[src/rtl/rc4_key_search_ctrl.sv]
// rc4_key_search_ctrl: top-level sequencer for the RC4 brute-force key search.
// For each candidate key it runs S-array init, the key schedule and the
// decrypt pass in turn. It owns the single S-RAM port and checks every
// plaintext byte. A candidate key is rejected on its first non-printable byte.
// The search stops on a full printable message or when the key range is used up.
//
// Ports:
//   clk, reset                     clock, synchronous active-high reset
//   go                             level start request (sampled in IDLE)
//   init/ksa/dec_start             one-cycle start pulses to the sub-FSMs
//   init/ksa/dec_done              level done flags from the sub-FSMs
//   sub_reset_n                    one-cycle active-low sub-FSM reset per key change
//   init/ksa/dec_addr/data/wren    per-phase S-RAM requests
//   s_addr, s_data, s_wren         muxed S-RAM port
//   dec_wr_valid, dec_wr_data      plaintext byte being written by decrypt
//   secret_key                     current candidate key
//   busy, key_found, exhausted     status decodes of the sequencer state
//
// Build option: define RC4_KEY_STRIDE_EN to add KEY_START / KEY_STRIDE so the
// key space can be split across parallel cores. When the macro is undefined,
// the search starts at key 0 and steps by 1.
module rc4_key_search_ctrl #(
    parameter logic [23:0] KEY_MAX = 24'h3FFFFF,
    parameter int unsigned MSG_LEN = 32
`ifdef RC4_KEY_STRIDE_EN
    ,
    parameter logic [23:0] KEY_START  = 24'd0,
    parameter logic [23:0] KEY_STRIDE = 24'd1
`endif
) (
    input  logic        clk,
    input  logic        reset,
    input  logic        go,
    output logic        init_start,
    output logic        ksa_start,
    output logic        dec_start,
    input  logic        init_done,
    input  logic        ksa_done,
    input  logic        dec_done,
    output logic        sub_reset_n,
    input  logic [7:0]  init_addr,
    input  logic [7:0]  ksa_addr,
    input  logic [7:0]  dec_addr,
    input  logic [7:0]  init_data,
    input  logic [7:0]  ksa_data,
    input  logic [7:0]  dec_data,
    input  logic        init_wren,
    input  logic        ksa_wren,
    input  logic        dec_wren,
    output logic [7:0]  s_addr,
    output logic [7:0]  s_data,
    output logic        s_wren,
    input  logic        dec_wr_valid,
    input  logic [7:0]  dec_wr_data,
    output logic [23:0] secret_key,
    output logic        busy,
    output logic        key_found,
    output logic        exhausted
);

`ifdef RC4_KEY_STRIDE_EN
    localparam logic [23:0] KEY_BASE = KEY_START;
    localparam logic [23:0] KEY_STEP = KEY_STRIDE;
`else
    localparam logic [23:0] KEY_BASE = 24'd0;
    localparam logic [23:0] KEY_STEP = 24'd1;
`endif

    localparam int unsigned CNT_W = $clog2(MSG_LEN + 1);
    localparam logic [CNT_W-1:0] MSG_LEN_C = CNT_W'(MSG_LEN);

    typedef enum logic [2:0] {
        ST_IDLE,
        ST_INIT_RUN,
        ST_KSA_RUN,
        ST_DEC_RUN,
        ST_KEY_NEXT,
        ST_FOUND,
        ST_FAIL
    } state_t;

    state_t           state_q, state_d;
    logic [23:0]      key_d;
    logic [CNT_W-1:0] cnt_q, cnt_d;
    logic             init_start_d, ksa_start_d, dec_start_d;
    logic             sub_reset_n_d;
    logic             busy_d, key_found_d, exhausted_d;

    // Key step evaluated in 25 bits so a step past KEY_MAX never wraps.
    logic [24:0] key_sum;
    logic        key_last;
    logic        byte_ok;
    logic        byte_bad;

    assign key_sum  = {1'b0, secret_key} + {1'b0, KEY_STEP};
    assign key_last = (key_sum > {1'b0, KEY_MAX});
    assign byte_ok  = (dec_wr_data == 8'd32) ||
                      ((dec_wr_data >= 8'd97) && (dec_wr_data <= 8'd122));
    assign byte_bad = dec_wr_valid && !byte_ok;

    // State and registered outputs.
    always_ff @(posedge clk) begin
        if (reset) begin
            state_q     <= ST_IDLE;
            secret_key  <= KEY_BASE;
            cnt_q       <= '0;
            init_start  <= 1'b0;
            ksa_start   <= 1'b0;
            dec_start   <= 1'b0;
            sub_reset_n <= 1'b1;
            busy        <= 1'b0;
            key_found   <= 1'b0;
            exhausted   <= 1'b0;
        end else begin
            state_q     <= state_d;
            secret_key  <= key_d;
            cnt_q       <= cnt_d;
            init_start  <= init_start_d;
            ksa_start   <= ksa_start_d;
            dec_start   <= dec_start_d;
            sub_reset_n <= sub_reset_n_d;
            busy        <= busy_d;
            key_found   <= key_found_d;
            exhausted   <= exhausted_d;
        end
    end

    // Next-state logic. A start pulse is raised on entry to each run state; the
    // pulse being high marks that state's first cycle, in which a done flag left
    // over from the previous key is ignored.
    always_comb begin
        state_d       = state_q;
        key_d         = secret_key;
        cnt_d         = cnt_q;
        init_start_d  = 1'b0;
        ksa_start_d   = 1'b0;
        dec_start_d   = 1'b0;
        sub_reset_n_d = 1'b1;

        case (state_q)
            ST_IDLE: begin
                cnt_d = '0;
                if (go) begin
                    state_d      = ST_INIT_RUN;
                    init_start_d = 1'b1;
                end
            end
            ST_INIT_RUN: begin
                if (!init_start && init_done) begin
                    state_d     = ST_KSA_RUN;
                    ksa_start_d = 1'b1;
                end
            end
            ST_KSA_RUN: begin
                if (!ksa_start && ksa_done) begin
                    state_d     = ST_DEC_RUN;
                    dec_start_d = 1'b1;
                end
            end
            ST_DEC_RUN: begin
                if (dec_wr_valid && byte_ok && (cnt_q != MSG_LEN_C)) begin
                    cnt_d = cnt_q + CNT_W'(1);
                end
                // A bad byte wins over a simultaneous done. The sub-FSM reset is
                // pulsed during KEY_NEXT only when another key will be tried.
                if (byte_bad) begin
                    state_d       = ST_KEY_NEXT;
                    sub_reset_n_d = key_last;
                end else if (!dec_start && dec_done) begin
                    if (cnt_d == MSG_LEN_C) begin
                        state_d = ST_FOUND;
                    end else begin
                        state_d       = ST_KEY_NEXT;
                        sub_reset_n_d = key_last;
                    end
                end
            end
            ST_KEY_NEXT: begin
                if (key_last) begin
                    state_d = ST_FAIL;
                end else begin
                    key_d        = key_sum[23:0];
                    cnt_d        = '0;
                    state_d      = ST_INIT_RUN;
                    init_start_d = 1'b1;
                end
            end
            ST_FOUND: state_d = ST_FOUND;
            ST_FAIL:  state_d = ST_FAIL;
            default:  state_d = ST_IDLE;
        endcase

        busy_d      = (state_d != ST_IDLE) && (state_d != ST_FOUND) && (state_d != ST_FAIL);
        key_found_d = (state_d == ST_FOUND);
        exhausted_d = (state_d == ST_FAIL);
    end

    // S-RAM port goes to the active phase only; idle when no phase owns it.
    always_comb begin
        s_addr = 8'd0;
        s_data = 8'd0;
        s_wren = 1'b0;
        case (state_q)
            ST_INIT_RUN: begin
                s_addr = init_addr;
                s_data = init_data;
                s_wren = init_wren;
            end
            ST_KSA_RUN: begin
                s_addr = ksa_addr;
                s_data = ksa_data;
                s_wren = ksa_wren;
            end
            ST_DEC_RUN: begin
                s_addr = dec_addr;
                s_data = dec_data;
                s_wren = dec_wren;
            end
            default: begin
                s_addr = 8'd0;
                s_data = 8'd0;
                s_wren = 1'b0;
            end
        endcase
    end

endmodule

[config.mk]
export PLATFORM = sky130hd
export DESIGN_NAME = rc4_key_search_ctrl
export DESIGN_NICKNAME = d
export VERILOG_FILES = /design/src/rtl/rc4_key_search_ctrl.sv
export SDC_FILE = /design/constraint.sdc
export NUM_CORES = 1
export LEC_CHECK = 0
export ABC_AREA = 0
export CELL_PAD_IN_SITES_DETAIL_PLACEMENT = 1
export CELL_PAD_IN_SITES_GLOBAL_PLACEMENT = 1
export CORE_MARGIN = 2
export CORE_UTILIZATION = 34
export CTS_BUF_LIST = sky130_fd_sc_hd__clkbuf_2 sky130_fd_sc_hd__clkbuf_4 sky130_fd_sc_hd__clkbuf_8
export CTS_CLUSTER_DIAMETER = 150
export DETAILED_ROUTE_END_ITERATION = 8
export PLACE_DENSITY = 0.93
export SLEW_MARGIN = 20
export SYNTH_ARGS = -nofsm -noshare
export SYNTH_HDL_FRONTEND = slang
export SYNTH_SLANG_ARGS = --single-unit
[constraint.sdc]
create_clock -name clk -period 5.74 [get_ports clk]
set_clock_uncertainty 0.15 [all_clocks]
set_input_delay 1.148 -clock clk [delete_from_list [all_inputs] [get_ports clk]]
set_output_delay 1.148 -clock clk [all_outputs]
set_load 0.01 [all_outputs]
Word level (Yosys, flattened, before mapping)
Cells that the tools add are included.

storage, ports and cells
  output and inout port bits = 48
  input port bits = 66
  register bits after elaboration = 40
  word-level logic and storage cells = 78

operators by class
  add/subtract/negate cells = 2
  mux-type cells = 23
  equality and inequality tests = 14
  bitwise operators = 4
  magnitude comparators = 3
  reductions and logical operators = 22

operator list
  cell                                                                                 count
  8-bit case mux with 3 select lines                                                   2
  24-bit by 1-bit adder with 25-bit output, second input constant                      1
  25-bit by 22-bit > comparator with 1-bit output, second input constant               1
  3-bit case mux with 7 select lines                                                   1
  3-bit two-way mux                                                                    6
  6-bit two-way mux                                                                    3
  6-bit case mux with 3 select lines                                                   1
  3-bit == test, second input constant                                                 5
  1-bit logical AND                                                                    9
  8-bit by 6-bit == test with 1-bit output, second input constant                      1
  8-bit by 7-bit greater-or-equal comparator with 1-bit output, second input constant  1
  8-bit by 7-bit less-or-equal comparator with 1-bit output, second input constant     1
  1-bit two-way mux                                                                    8
  6-bit by 1-bit adder with 6-bit output, second input constant                        1
  3-bit by 2-bit == test with 1-bit output, second input constant                      2
  6-bit == test, second input constant                                                 1
  3-bit inequality test, second input constant                                         2
  6-bit inequality test, second input constant                                         1
  3-bit nonzero test                                                                   2
  2-bit OR reduction                                                                   3
  1-bit zero test                                                                      4
  1-bit inverter                                                                       4
  2-bit AND reduction                                                                  2
  3-bit by 1-bit == test with 1-bit output, second input constant                      1
  5 further kinds                                                                      5

Longest topological paths before layout
  word-level depth = 15
  gate-level depth with buffers = 12
  gate-level depth less buffers = 10

Worst setup path before layout
Ideal clock, no wire load.

  path type = input-to-reg
  from = in dec_wr_data[1]
  to = reg busy
  required time = 5.518 ns
  stages on the path = 8
  library setup time = 0.072 ns
  arrival = 3.065 ns
  path slack = 2.453 ns
  buffers on the path = 0
  cell sequence = or4_1 > a221oi_1 > o21ai_0 > a21o_1 > a21oi_1 > nor3b_1 > or2_2 > mux2i_1

on the way
  word-level cells in the longest chain between the ends = 15
  elaborated cells on any way between the ends = 21
  those cells by class = order compare (2); eq/ne (4); mux (6); reduce/logical (9)

RTL lines
  element                                                                                                                                    RTL line  RTL
  from (decl)                                                                                                                                54        input logic [7:0] dec_wr_data,
  8-bit by 7-bit greater-or-equal comparator with 1-bit output or 8-bit by 7-bit less-or-equal comparator with 1-bit output (tied branches)  98        ((dec_wr_data >= 8'd97) && (dec_wr_data <= 8'd122));
  1-bit logical AND                                                                                                                          98
  1-bit logical OR *                                                                                                                         97        assign byte_ok = (dec_wr_data == 8'd32) ||
  1-bit logical AND (2 in series)                                                                                                            161       if (dec_wr_valid && byte_ok && (cnt_q != MSG_LEN_C)) begin
  6-bit two-way mux                                                                                                                          161
  6-bit two-way mux                                                                                                                          140       case (state_q)
  6-bit == test                                                                                                                              170       if (cnt_d == MSG_LEN_C) begin
  1-bit two-way mux                                                                                                                          170
  3-bit two-way mux                                                                                                                          169       end else if (!dec_start && dec_done) begin
  3-bit two-way mux *                                                                                                                        166       if (byte_bad) begin
  3-bit case mux with 7 select lines *                                                                                                       140
  3-bit inequality test or 3-bit nonzero test (tied branches)                                                                                193       busy_d = (state_d != ST_IDLE) && (state_d != ST_FOUND) && (state_d != ST_FAIL);
  1-bit logical AND                                                                                                                          193
  1-bit logical AND *                                                                                                                        193
  to (signal assigned)                                                                                                                       122       busy <= busy_d;
  to (decl)                                                                                                                                  56        output logic busy,

Every way passes the cells marked *; elsewhere a longest branch is shown, timed or not. The select of a mux whose other input is x is not followed.
A chain may end at the register's enable or synchronous reset.

Worst setup path in the final report
  from = in dec_wr_data[3]
  to = reg busy

Same word-level chain as after synthesis.

==> flow_summary.rst <==
.. list-table::
   :header-rows: 1

   * - Metric
     - Value
   * - Remaining design rule violation count
     - 0
   * - Most numerous cell on the critical path
     - sky130_fd_sc_hd__o21ai_0
   * - Hold-fix buffer count after cts
     - 0
   * - Destination of the worst register-to-register timing path
     - secret_key[18]$_SDFFE_PP0P_
   * - Utilization of the core after routing
     - 50.8%
   * - Run status
     - finished, final reports clean
   * - Startpoint of the worst-slack reg-to-reg timing path
     - secret_key[0]$_SDFFE_PP0P_
   * - Residual antenna-violating net count after detailed routing
     - 0
   * - Post-synthesis cell type count
     - 63
   * - Worst hold start
     - cnt_q[0]$_SDFFE_PP0P_
   * - Peak supply drop
     - 0.000126 V
   * - Share of cells above drive strength 1
     - a little over a tenth
   * - Initial core utilization
     - between 30% and 40%
   * - CP peak stage delay
     - 0.53 ns
   * - Total half-perimeter wirelength after legalization and detailed placement
     - about 7600 um
   * - Critical path data arrival time
     - 4.01 ns
   * - Non-filler instance count after layout
     - around 570
   * - Total Neg Setup Slack
     - 0 ns
   * - CP Capture Type
     - flop
   * - Count of buffers added by post-CTS timing repair for setup
     - 0
   * - Transition time at the pin with the least slew margin
     - 1.01 ns
   * - Initial antenna violation count
     - 0
   * - Clk Tree Root Cell
     - sky130_fd_sc_hd__clkbuf_8
   * - Total of fill cells in the finished design
     - 996
   * - Seq/Total Area, Yosys
     - 27.8%
   * - Met3 routed WL
     - 250 um
   * - Slew headroom
     - 32.4%
   * - Worst reg-to-reg path cell count
     - 9
   * - Static Leak
     - 1.41 nW
   * - Class of the tightest hold or removal check
     - reg2reg
   * - Diode count
     - 0
   * - Signed area change from the synthesized netlist to the final layout
     - 44.9%
   * - Maximum number of pins on one net before global-route repair
     - 36
   * - Area share of the leading cell type in the synthesized netlist
     - 27.8%
   * - H-Tree Level Count
     - 2
   * - Horizontal extent of the die
     - approximately 96 um
   * - Hold Vio Cnt, Final
     - 0
   * - CTS sink cnt
     - 40
   * - Fmax
     - 0.254 GHz
   * - Wire length of the first global-routing pass
     - 15700 um
   * - Worst setup path category
     - in2reg
   * - Total of endpoints with negative setup slack in the final report
     - 0
   * - Overflow left after global routing
     - 0
   * - Maximum clock insertion buffer count
     - 2
   * - Placed cell area
     - 4060 sq um
   * - Max-capacitance violation count
     - 0
   * - Cell area after synthesis
     - approximately 2900 sq um
   * - Number of pins exceeding their max-slew limit in the final report
     - 0
   * - Count of input and output buffers
     - 113
   * - Hold slack
     - 0.366 ns
   * - Most common cell in the netlist
     - sky130_fd_sc_hd__nor2_1
   * - Combined area of the multi-input logic cells
     - about 1900 sq um
   * - Setup repair after global routing missed its margin
     - no
   * - TritonCTS buffer count
     - 5
   * - Vertical extent of the die
     - 96 um
   * - Worst setup slack before clock tree synthesis
     - 1.61 ns
   * - Power, Total
     - 0.695 mW
   * - Routability-driven placement congestion ratio
     - slightly above 0.9
   * - Setup slack after layout
     - ~1.8 ns
   * - Mapped Cells
     - between 300 and 400
   * - Net count of the finished layout
     - 530
   * - Number of storage elements in the synthesis netlist
     - 40
   * - Chain of cells forming the critical path
     - clkdlybuf4s50_1 -> or4_1 -> a221oi_1 -> o21ai_0 -> a21o_1 -> o21ai_0 -> a31oi_2 -> nand3_1 -> mux2i_1
   * - Minimum clock period after layout
     - 3.93 ns
   * - Register-to-register setup slack
     - 2.26 ns
   * - Net Count, Synth
     - 430
   * - Asr flop ratio synth
     - 0%
   * - Cell count of the worst hold path
     - 1
   * - Top Metal Used
     - met4
   * - Clock-pin slew on the worst setup and hold paths
     - 0.09 ns
   * - Sequential Area
     - 801 sq um
   * - DR WL met2
     - 5280 um
   * - Critical path data required time
     - just under 6 ns
   * - Crit Path Max Fanout
     - 5
   * - Main area contributors after synthesis
     - sky130_fd_sc_hd__dfxtp_1, sky130_fd_sc_hd__nor2_1, sky130_fd_sc_hd__mux2_2
   * - Endpoint with the worst hold slack
     - cnt_q[0]$_SDFFE_PP0P_
   * - Core area
     - 8220 sq um
   * - Critical Path Start Type
     - input pin
   * - Violation count after the first detailed-route iteration
     - 218
   * - Post-route met1 wirelength
     - between 4000 and 5000 um
   * - Yosys Warn Count
     - 0
   * - I/O pin total
     - 114
   * - Final routed wire length divided by cell count
     - approximately 18 um
   * - Number of flops mapped to enable cells by yosys
     - 0
   * - Power per standard cell area
     - 167 nW/um^2
   * - Post-synth top cells
     - sky130_fd_sc_hd__nor2_1, sky130_fd_sc_hd__dfxtp_1, sky130_fd_sc_hd__nand2_1
   * - 1st-pass router iterations
     - 5
   * - Main synth FF type
     - sky130_fd_sc_hd__dfxtp_1
   * - Number of placed instances with taps included
     - 558
   * - Layout Cell Area excl Fill
     - 4170 sq um
   * - Core Rows
     - 33
   * - TritonCTS clock tree
     - done
   * - Overall via count from detail_route
     - about 3100
   * - Insertion delay to the later sink of the worst-skew pair
     - 0.30 ns
   * - Post-Synthesis Mean Instance Area
     - 7.99 sq um
   * - Overall Global Routing Usage
     - between 20% and 30%
   * - Cell at the slowest stage of the critical path
     - sky130_fd_sc_hd__or4_1
   * - Full die area
     - 9220 sq um
   * - Period utilisation layout
     - 68.5%
   * - Number of global-route vias before repair
     - 3243
   * - Most area-hungry cell type in the Yosys netlist
     - sky130_fd_sc_hd__dfxtp_1
   * - Number of gates resized after cts
     - 0
   * - Number of vias per cell
     - 5.54
   * - Wirelength, routed
     - 10100 um
==> critical path: cells and delay by family <==
family	cells	cell delay, ns
buf+inv	1	0.45
mux	1	0.21
simple gates	2	0.69
compound gates	5	1.51
==> registers in the layout, summed over array words and instances, names as in the netlist <==
name	count
secret_key	24
cnt_q	6
state_q	3
busy	1
dec_start	1
exhausted	1
init_start	1
key_found	1
ksa_start	1
sub_reset_n	1
==> cell usage in the layout (no fill, tap or decap), drive strengths merged, types with 5 or more instances in the layout <==
cell type / n
nand3: 13
nand2b: 5
and3: 5
inv: 16
a21oi: 10
nand4: 9
nor2: 57
clkbuf: 5
clkdlybuf4s50: 113
nor2b: 7
mux2: 18
dfxtp: 40
a22oi: 17
o21ai: 13
nor4: 13
xnor2: 19
nand2: 23
nor3: 11
==> kinds of logic after synthesis <==
family / synth area share, %
compound gates: 18.3
xor+xnor: 6.39
fa+ha+maj: 1.74
buf+inv: 5.96
flops: 27.8
mux: 7.74
simple gates: 32.0
==> worst max-delay path by stage <==
stage	start	to	slack, ns	cells past startpoint
after floorplan	dec_wr_data[1]	busy$_SDFF_PP0_	2.45	8
after global placement	dec_wr_data[3]	busy$_SDFF_PP0_	1.78	9
after detailed placement	dec_wr_data[3]	busy$_SDFF_PP0_	1.61	9
after CTS	dec_wr_data[3]	busy$_SDFF_PP0_	1.82	9
after global routing	dec_wr_data[3]	busy$_SDFF_PP0_	1.57	9
final	dec_wr_data[3]	busy$_SDFF_PP0_	1.81	9
==> per-layer routing <==
layer / GRT usage [%] / vias to the layer above
met1: 27.8 / 1540
met4: 7.02 / 0
met5: 0 / -
met2: 36.8 / 67
met3: 2.51 / 16
li1: - / 1512
==> cell type report <==
cell class / instances / area share, %
sequential: 40 / 19.2
multi-input combinational: 280 / 45.7
timing repair buffer: 117 / 27.8
clock buffer: 5 / 1.65
tap: 105 / 3.15
inverter: 16 / 1.44
clock inverter: 3 / 1.02
==> power by group <==
group / switching (mW) / internal (mW) / total (mW)
combinational: 0.0715 / 0.103 / 0.174
clock: 0.103 / 0.129 / 0.232
sequential: 0.00748 / 0.281 / 0.289
total: 0.182 / 0.513 / 0.695
No activity file was read; power rests on OpenSTA's default activity.
